--- config.mk ---
export PLATFORM = sky130hd
export DESIGN_NAME = acc_mq_seq_alu_flat
export DESIGN_NICKNAME = d
export VERILOG_FILES = /design/src/rtl/acc_mq_seq_alu_if.sv /design/src/rtl/acc_mq_seq_alu.sv /design/src/flat_wrapper.sv
export SDC_FILE = /design/constraint.sdc
export NUM_CORES = 1
export LEC_CHECK = 0
export CAP_MARGIN = 20
export CELL_PAD_IN_SITES_DETAIL_PLACEMENT = 0
export CELL_PAD_IN_SITES_GLOBAL_PLACEMENT = 1
export CORE_ASPECT_RATIO = 1.5
export CORE_UTILIZATION = 44
export DETAILED_ROUTE_END_ITERATION = 16
export PLACE_DENSITY = 0.83
export SLEW_MARGIN = 20
export SYNTH_ARGS = -nofsm -noshare
export SYNTH_HDL_FRONTEND = slang
export SYNTH_SLANG_ARGS = --single-unit
--- constraint.sdc ---
create_clock -name clock -period 3 [get_ports clock]
set_input_delay 0.3 -clock clock [delete_from_list [all_inputs] [get_ports clock]]
set_output_delay 0.3 -clock clock [all_outputs]
set_load 0.05 [all_outputs]
--- src/rtl/acc_mq_seq_alu_if.sv ---
// Bus/handshake bundle for acc_mq_seq_alu: opcode, start/rdy/done handshake,
// register load/store strobes, data buses and the carry flag.
interface acc_mq_seq_alu_if #(
  parameter int WIDTH = 8
);
  logic [2:0]       ins;
  logic             start;
  logic             ld_acc;
  logic             ld_mq;
  logic             ld_dr;
  logic             st_acc;
  logic             st_mq;
  logic             st_dr;
  logic [WIDTH-1:0] in_bus;
  logic [WIDTH-1:0] out_bus;
  logic             rdy;
  logic             done;
  logic             carry;

  modport master (
    output ins, start, ld_acc, ld_mq, ld_dr, st_acc, st_mq, st_dr, in_bus,
    input  out_bus, rdy, done, carry
  );

  modport slave (
    input  ins, start, ld_acc, ld_mq, ld_dr, st_acc, st_mq, st_dr, in_bus,
    output out_bus, rdy, done, carry
  );
endinterface

--- src/rtl/acc_mq_seq_alu.sv ---
// Acc/MQ/DR datapath with single-cycle ALU ops, SHR and a WIDTH-step shift-add multiply.
// Optional macro ACC_SAT_EN: ADD/SUB saturate on carry-out/borrow instead of wrapping.
module acc_mq_seq_alu #(
  parameter int WIDTH = 8,
  parameter int CNT_W = $clog2(WIDTH + 1)
) (
  input  logic                 clock,
  input  logic                 reset,
  acc_mq_seq_alu_if.slave      bus
);

  typedef enum logic [1:0] {S_IDLE, S_MUL, S_DONE} state_t;

  state_t           state_q, state_d;
  logic [WIDTH-1:0] acc_q, acc_d;
  logic [WIDTH-1:0] mq_q, mq_d;
  logic [WIDTH-1:0] dr_q, dr_d;
  logic [CNT_W-1:0] cnt_q, cnt_d;
  logic             carry_q, carry_d;
  logic             done_q, done_d;
  logic             rdy_q, rdy_d;

  logic [WIDTH:0]   add_res;
  logic [WIDTH:0]   sub_res;
  logic [WIDTH:0]   mul_sum;

  // Top bit of the result is the carry-out.
  function automatic logic [WIDTH:0] add_op(input logic [WIDTH-1:0] a, input logic [WIDTH-1:0] b);
    logic [WIDTH:0] s;
    s = {1'b0, a} + {1'b0, b};
`ifdef ACC_SAT_EN
    if (s[WIDTH]) s[WIDTH-1:0] = '1;
`endif
    return s;
  endfunction

  // Top bit of the result is the borrow (set iff a < b).
  function automatic logic [WIDTH:0] sub_op(input logic [WIDTH-1:0] a, input logic [WIDTH-1:0] b);
    logic [WIDTH:0] d;
    d = {1'b0, a} - {1'b0, b};
`ifdef ACC_SAT_EN
    if (d[WIDTH]) d[WIDTH-1:0] = '0;
`endif
    return d;
  endfunction

  assign add_res = add_op(acc_q, dr_q);
  assign sub_res = sub_op(acc_q, dr_q);
  assign mul_sum = mq_q[0] ? ({1'b0, acc_q} + {1'b0, dr_q}) : {1'b0, acc_q};

  always_comb begin
    state_d = state_q;
    acc_d   = acc_q;
    mq_d    = mq_q;
    dr_d    = dr_q;
    cnt_d   = cnt_q;
    carry_d = carry_q;
    unique case (state_q)
      S_IDLE: begin
        if (bus.start) begin
          state_d = S_DONE;
          case (bus.ins)
            3'b000: begin acc_d = add_res[WIDTH-1:0]; carry_d = add_res[WIDTH]; end
            3'b001: begin acc_d = sub_res[WIDTH-1:0]; carry_d = sub_res[WIDTH]; end
            3'b010: begin acc_d = acc_q & dr_q; carry_d = 1'b0; end
            3'b011: begin acc_d = acc_q | dr_q; carry_d = 1'b0; end
            3'b100: begin acc_d = acc_q ^ dr_q; carry_d = 1'b0; end
            3'b101: begin
              acc_d   = '0;
              cnt_d   = CNT_W'(WIDTH);
              carry_d = 1'b0;
              state_d = S_MUL;
            end
            3'b110: begin
              acc_d   = {carry_q, acc_q[WIDTH-1:1]};
              mq_d    = {acc_q[0], mq_q[WIDTH-1:1]};
              carry_d = 1'b0;
            end
            default: begin acc_d = dr_q; carry_d = 1'b0; end
          endcase
        end else begin
          if (bus.ld_acc) acc_d = bus.in_bus;
          if (bus.ld_mq)  mq_d  = bus.in_bus;
          if (bus.ld_dr)  dr_d  = bus.in_bus;
        end
      end
      // One shift-add step per cycle; the product's low half shifts into MQ.
      S_MUL: begin
        acc_d = mul_sum[WIDTH:1];
        mq_d  = {mul_sum[0], mq_q[WIDTH-1:1]};
        cnt_d = cnt_q - CNT_W'(1);
        if (cnt_q == CNT_W'(1)) state_d = S_DONE;
      end
      default: state_d = S_IDLE;
    endcase
    done_d = (state_d == S_DONE);
    rdy_d  = (state_d == S_IDLE);
  end

  always_ff @(posedge clock or posedge reset) begin
    if (reset) begin
      state_q <= S_IDLE;
      acc_q   <= '0;
      mq_q    <= '0;
      dr_q    <= '0;
      cnt_q   <= '0;
      carry_q <= 1'b0;
      done_q  <= 1'b0;
      rdy_q   <= 1'b1;
    end else begin
      state_q <= state_d;
      acc_q   <= acc_d;
      mq_q    <= mq_d;
      dr_q    <= dr_d;
      cnt_q   <= cnt_d;
      carry_q <= carry_d;
      done_q  <= done_d;
      rdy_q   <= rdy_d;
    end
  end

  assign bus.out_bus = ({WIDTH{bus.st_acc}} & acc_q)
                     | ({WIDTH{bus.st_mq}}  & mq_q)
                     | ({WIDTH{bus.st_dr}}  & dr_q);
  assign bus.rdy     = rdy_q;
  assign bus.done    = done_q;
  assign bus.carry   = carry_q;

endmodule

--- src/flat_wrapper.sv ---
// flat-port wrapper written by rule: the top's interface ports become plain ports
module acc_mq_seq_alu_flat 
#(
  parameter int WIDTH = 8,
  parameter int CNT_W = $clog2(WIDTH + 1)
)
  (clock, reset, bus_ins, bus_start, bus_ld_acc, bus_ld_mq, bus_ld_dr, bus_st_acc, bus_st_mq, bus_st_dr, bus_in_bus, bus_out_bus, bus_rdy, bus_done, bus_carry);
  acc_mq_seq_alu_if #(.WIDTH(WIDTH)) bus_i ();
  input  logic clock;
  input  logic reset;
  input wire logic [$bits(bus_i.ins)-1:0] bus_ins;
  input wire logic [$bits(bus_i.start)-1:0] bus_start;
  input wire logic [$bits(bus_i.ld_acc)-1:0] bus_ld_acc;
  input wire logic [$bits(bus_i.ld_mq)-1:0] bus_ld_mq;
  input wire logic [$bits(bus_i.ld_dr)-1:0] bus_ld_dr;
  input wire logic [$bits(bus_i.st_acc)-1:0] bus_st_acc;
  input wire logic [$bits(bus_i.st_mq)-1:0] bus_st_mq;
  input wire logic [$bits(bus_i.st_dr)-1:0] bus_st_dr;
  input wire logic [$bits(bus_i.in_bus)-1:0] bus_in_bus;
  output wire logic [$bits(bus_i.out_bus)-1:0] bus_out_bus;
  output wire logic [$bits(bus_i.rdy)-1:0] bus_rdy;
  output wire logic [$bits(bus_i.done)-1:0] bus_done;
  output wire logic [$bits(bus_i.carry)-1:0] bus_carry;
  assign bus_i.ins = bus_ins;
  assign bus_i.start = bus_start;
  assign bus_i.ld_acc = bus_ld_acc;
  assign bus_i.ld_mq = bus_ld_mq;
  assign bus_i.ld_dr = bus_ld_dr;
  assign bus_i.st_acc = bus_st_acc;
  assign bus_i.st_mq = bus_st_mq;
  assign bus_i.st_dr = bus_st_dr;
  assign bus_i.in_bus = bus_in_bus;
  assign bus_out_bus = bus_i.out_bus;
  assign bus_rdy = bus_i.rdy;
  assign bus_done = bus_i.done;
  assign bus_carry = bus_i.carry;
  acc_mq_seq_alu #(.WIDTH(WIDTH), .CNT_W(CNT_W)) u_core (.clock(clock), .reset(reset), .bus(bus_i));
endmodule
==> run summary <==
Synth warn: 0
CP max stage delay: 0.45 ns
Port-buffer cells: 30
Worst Path Required: 3.19 ns
Post-CTS sizing: 0
Worst Hold Class: primary input to async pin
Crit. End Element: flop
Clock share of power: 11.4%
Clock sink count: 33
Vias per cell: 6.32
DIE WIDTH: 70.9 um
Max-cap violations: 0
Inst Count DP: 466
Primary FF master, synth: dfrtp_1
Max Slew Vio Count: 0
Pwr dens: 856 mW/mm^2
Worst-Margin Slew: 0.651 ns
Setup Buffers After CTS: 0
Seq/Total Area, Yosys: 26.4%
Drt drc: 0
Run status: finished clean
Std cell rows: 37
Core area: 0.00690 sq mm
Mapped Cells: 369
CTS root buffer: clkbuf_8
Net switching power: 0.00152 W
Total track usage: 26.9%
Seq pwr share: 27.4%
Starting density of the core: 45.5%
Switching share of power: 50.0%
Synth area leader: dfrtp_1
Highest clock rate: 0.389 GHz
Synth cell types: 68
Drt total wl: 9.34 mm
RSZ-0062 raised after global routing: false
Critical path startpoint category: flop
P_int: 0.00152 W
Combinational fraction of design power: 61.2%
Clock Latency Late Sink: 0.30 ns
Share of the synthesized area in the top cell type: 25.5%
Num CTS Buffers: 5
Crit path kind: flop to flop
Synthesis-to-finish area growth: 13.4%
Routed WL per cell: 19.7 um
Number of H-tree levels: 2
Critical path's slowest cell: fa_1
Minimum clock period: 2.57 ns
CTS Hold Bufs: 0
Die H: 105 um
Antenna Violating Nets Remaining: 0
Gr ovfl total: 0
HPWL Detailed: 7.17 mm
Mapped Area: 0.00314 sq mm
Diode count: 0
Max VDD drop: 0.432 mV
Top cell by count, worst path: a221oi_1
I/O pin count: 31
First-pass GRT wire length: 15.4 mm
Crit path buf inv count: 0
Initial DRC count: 243
RePlAce Congestion: 0.924
Layout cells sized above 1: 10.9%
Crit-path cells: ha_1, fa_1, a21o_1, a221oi_1, nor2_1, xnor2_1, a221oi_1, o21ai_1
Clk_skew: 0.00606 ns
Critical path peak fanout: 4
CP Data Arrival Time: 2.76 ns
Leakage: 1.55 nW
Layout Nets: 444
Avg Synthesized Cell Area: 8.50 sq um
Largest cells by area after synthesis: dfrtp_1, ha_1, mux2i_1
# fillers: 668
Setup TNS: 0 ns
Max-slew headroom: 56.0%
Syn_nets: 418
Clock transition at the registers of the reported paths: 0.08 ns
Clk buf depth: 2
FF/Latch Area: 827 sq um
CTS tree: yes
Vias post-DR: 2998
CP delay by family, top: compound AO/OA/AOI/OAI gates
Largest net degree at the start of global routing: 34
Area occupied by multi-input gates: 0.00198 sq mm
Full die area: 0.00748 sq mm
Antenna violations before repair: 0
Period Utilization, post-route: 85.7%
DRT Pass-1 Iters: 5
Async set-or-reset flop fraction in the synthesized netlist: 100%
Vias in the first global route: 3000
Filler-free cell count of the finished design: 474
Final Hold Violating Endpoints: 0
EDFF count, synth: 0
#FFs+latches synth: 33
Setup violators final: 0
## per-layer routing
layer / share of wire [%] / vias to the layer above / GRT usage, % / wire length, um
li1: - / 1399 / - / -
met1: 41 / 1484 / 32.5 / 3850
met2: 51 / 90 / 45.9 / 4790
met3: 4.0 / 25 / 3.73 / 373
met4: 3.4 / 0 / 13.9 / 321
met5: 0 / - / 0 / 0
## layout make-up
type | count | area share, %
clock buffer | 6 | 2.04
tap | 78 | 2.74
multi-input combinational | 269 | 55.7
timing repair buffer | 46 | 11.8
sequential | 33 | 23.2
inverter | 40 | 4.22
clock inverter | 2 | 0.281
## tightest hold or removal path: stages
cell	delay, ns
clkdlybuf4s50_1	0.39
inv_1	0.05
buf_4	0.39
## kinds of logic after synthesis
group,Yosys count,synth area share [%]
and+or+nand+nor,92,14.5
buffers and inverters,67,10.5
adders and majority gates,29,12.0
DFF,33,26.4
muxes,19,6.90
AOI/OAI and AO/OA,120,27.2
xor gates and xnor gates,9,2.51
## per-stage QoR
step	cell area [sq um]	hold WS, ns	utilization, %	power (W)	setup WS, ns
after global routing	3560	0.479	51.6	0.00327	0.242
after global placement	3480	0.491	50.4	0.00266	0.519
after CTS	3560	0.417	51.6	0.00303	0.462
after detailed placement	3480	0.516	50.4	0.00268	0.476
after floorplan	3140	0.417	-	0.00223	0.683
final	3560	0.397	51.6	0.00305	0.430
## placed cells by master (no fill, tap or decap), types with 4 or more instances in the layout
master / n
a222oi_1: 9
buf_4: 16
clkbuf_8: 5
mux2i_1: 16
clkdlybuf4s50_1: 30
nor2_1: 29
nand2_1: 26
inv_1: 39
o211ai_1: 8
ha_1: 27
o221ai_1: 5
o21ai_0: 21
nand3_1: 9
a21oi_1: 30
a31oi_1: 6
nor3_1: 4
a221oi_1: 5
dfrtp_1: 32
xnor2_1: 8
## power groups by stage
| stage | logic [W] | registers [W] | clock network, W |
|---|---|---|---|
| floorplan | 0.00146 | 0.000779 | 0 |
| global placement | 0.00183 | 0.000831 | 0 |
| detailed placement | 0.00184 | 0.000840 | 0 |
| CTS | 0.00185 | 0.000830 | 0.000353 |
| global route | 0.00204 | 0.000860 | 0.000367 |
| finish | 0.00186 | 0.000836 | 0.000346 |
## cell usage after synthesis (all sizes together), types with 2 or more instances
cell type / n
a311o: 2
nor4b: 3
nand4: 3
dfrtp: 32
a221oi: 7
o31ai: 3
o21a: 2
o221ai: 5
xnor2: 8
mux2i: 16
buf: 15
nor3: 4
a21oi: 32
a211oi: 3
nand2b: 2
nand3b: 2
a222oi: 9
o311ai: 3
fa: 2
a31oi: 7
a22oi: 3
a21o: 3
ha: 27
nand2: 27
nor2: 30
o21ai: 23
clkbuf: 11
nor4: 2
mux4: 2
nand3: 9
and3: 3
nor2b: 2
o211ai: 8
inv: 40
## registers in the layout, indices dropped and copies added, names as in the netlist
signal / cells
u_core.acc_q: 8
u_core.state_q: 2
u_core.dr_q: 8
u_core.bus.done: 1
u_core.cnt_q: 4
u_core.mq_q: 8
u_core.bus.rdy: 1
u_core.bus.carry: 1
## path summary, 6_finish.rpt
kind / from / end / slack (ns) / depth (start not counted)
worst max-delay path: u_core.dr_q[0] / u_core.acc_q[6] / 0.43 / 8
worst min register to register: u_core.cnt_q[1] / u_core.cnt_q[1] / 0.53 / 2
worst max register to register: u_core.dr_q[0] / u_core.acc_q[6] / 0.43 / 8
max in group asynchronous: reset / u_core.bus.rdy / 2.24 / 3
min in group clock: u_core.cnt_q[1] / u_core.cnt_q[1] / 0.53 / 2
worst min-delay path: reset / u_core.acc_q[1] / 0.40 / 3
(Power assumes the default switching activity.)
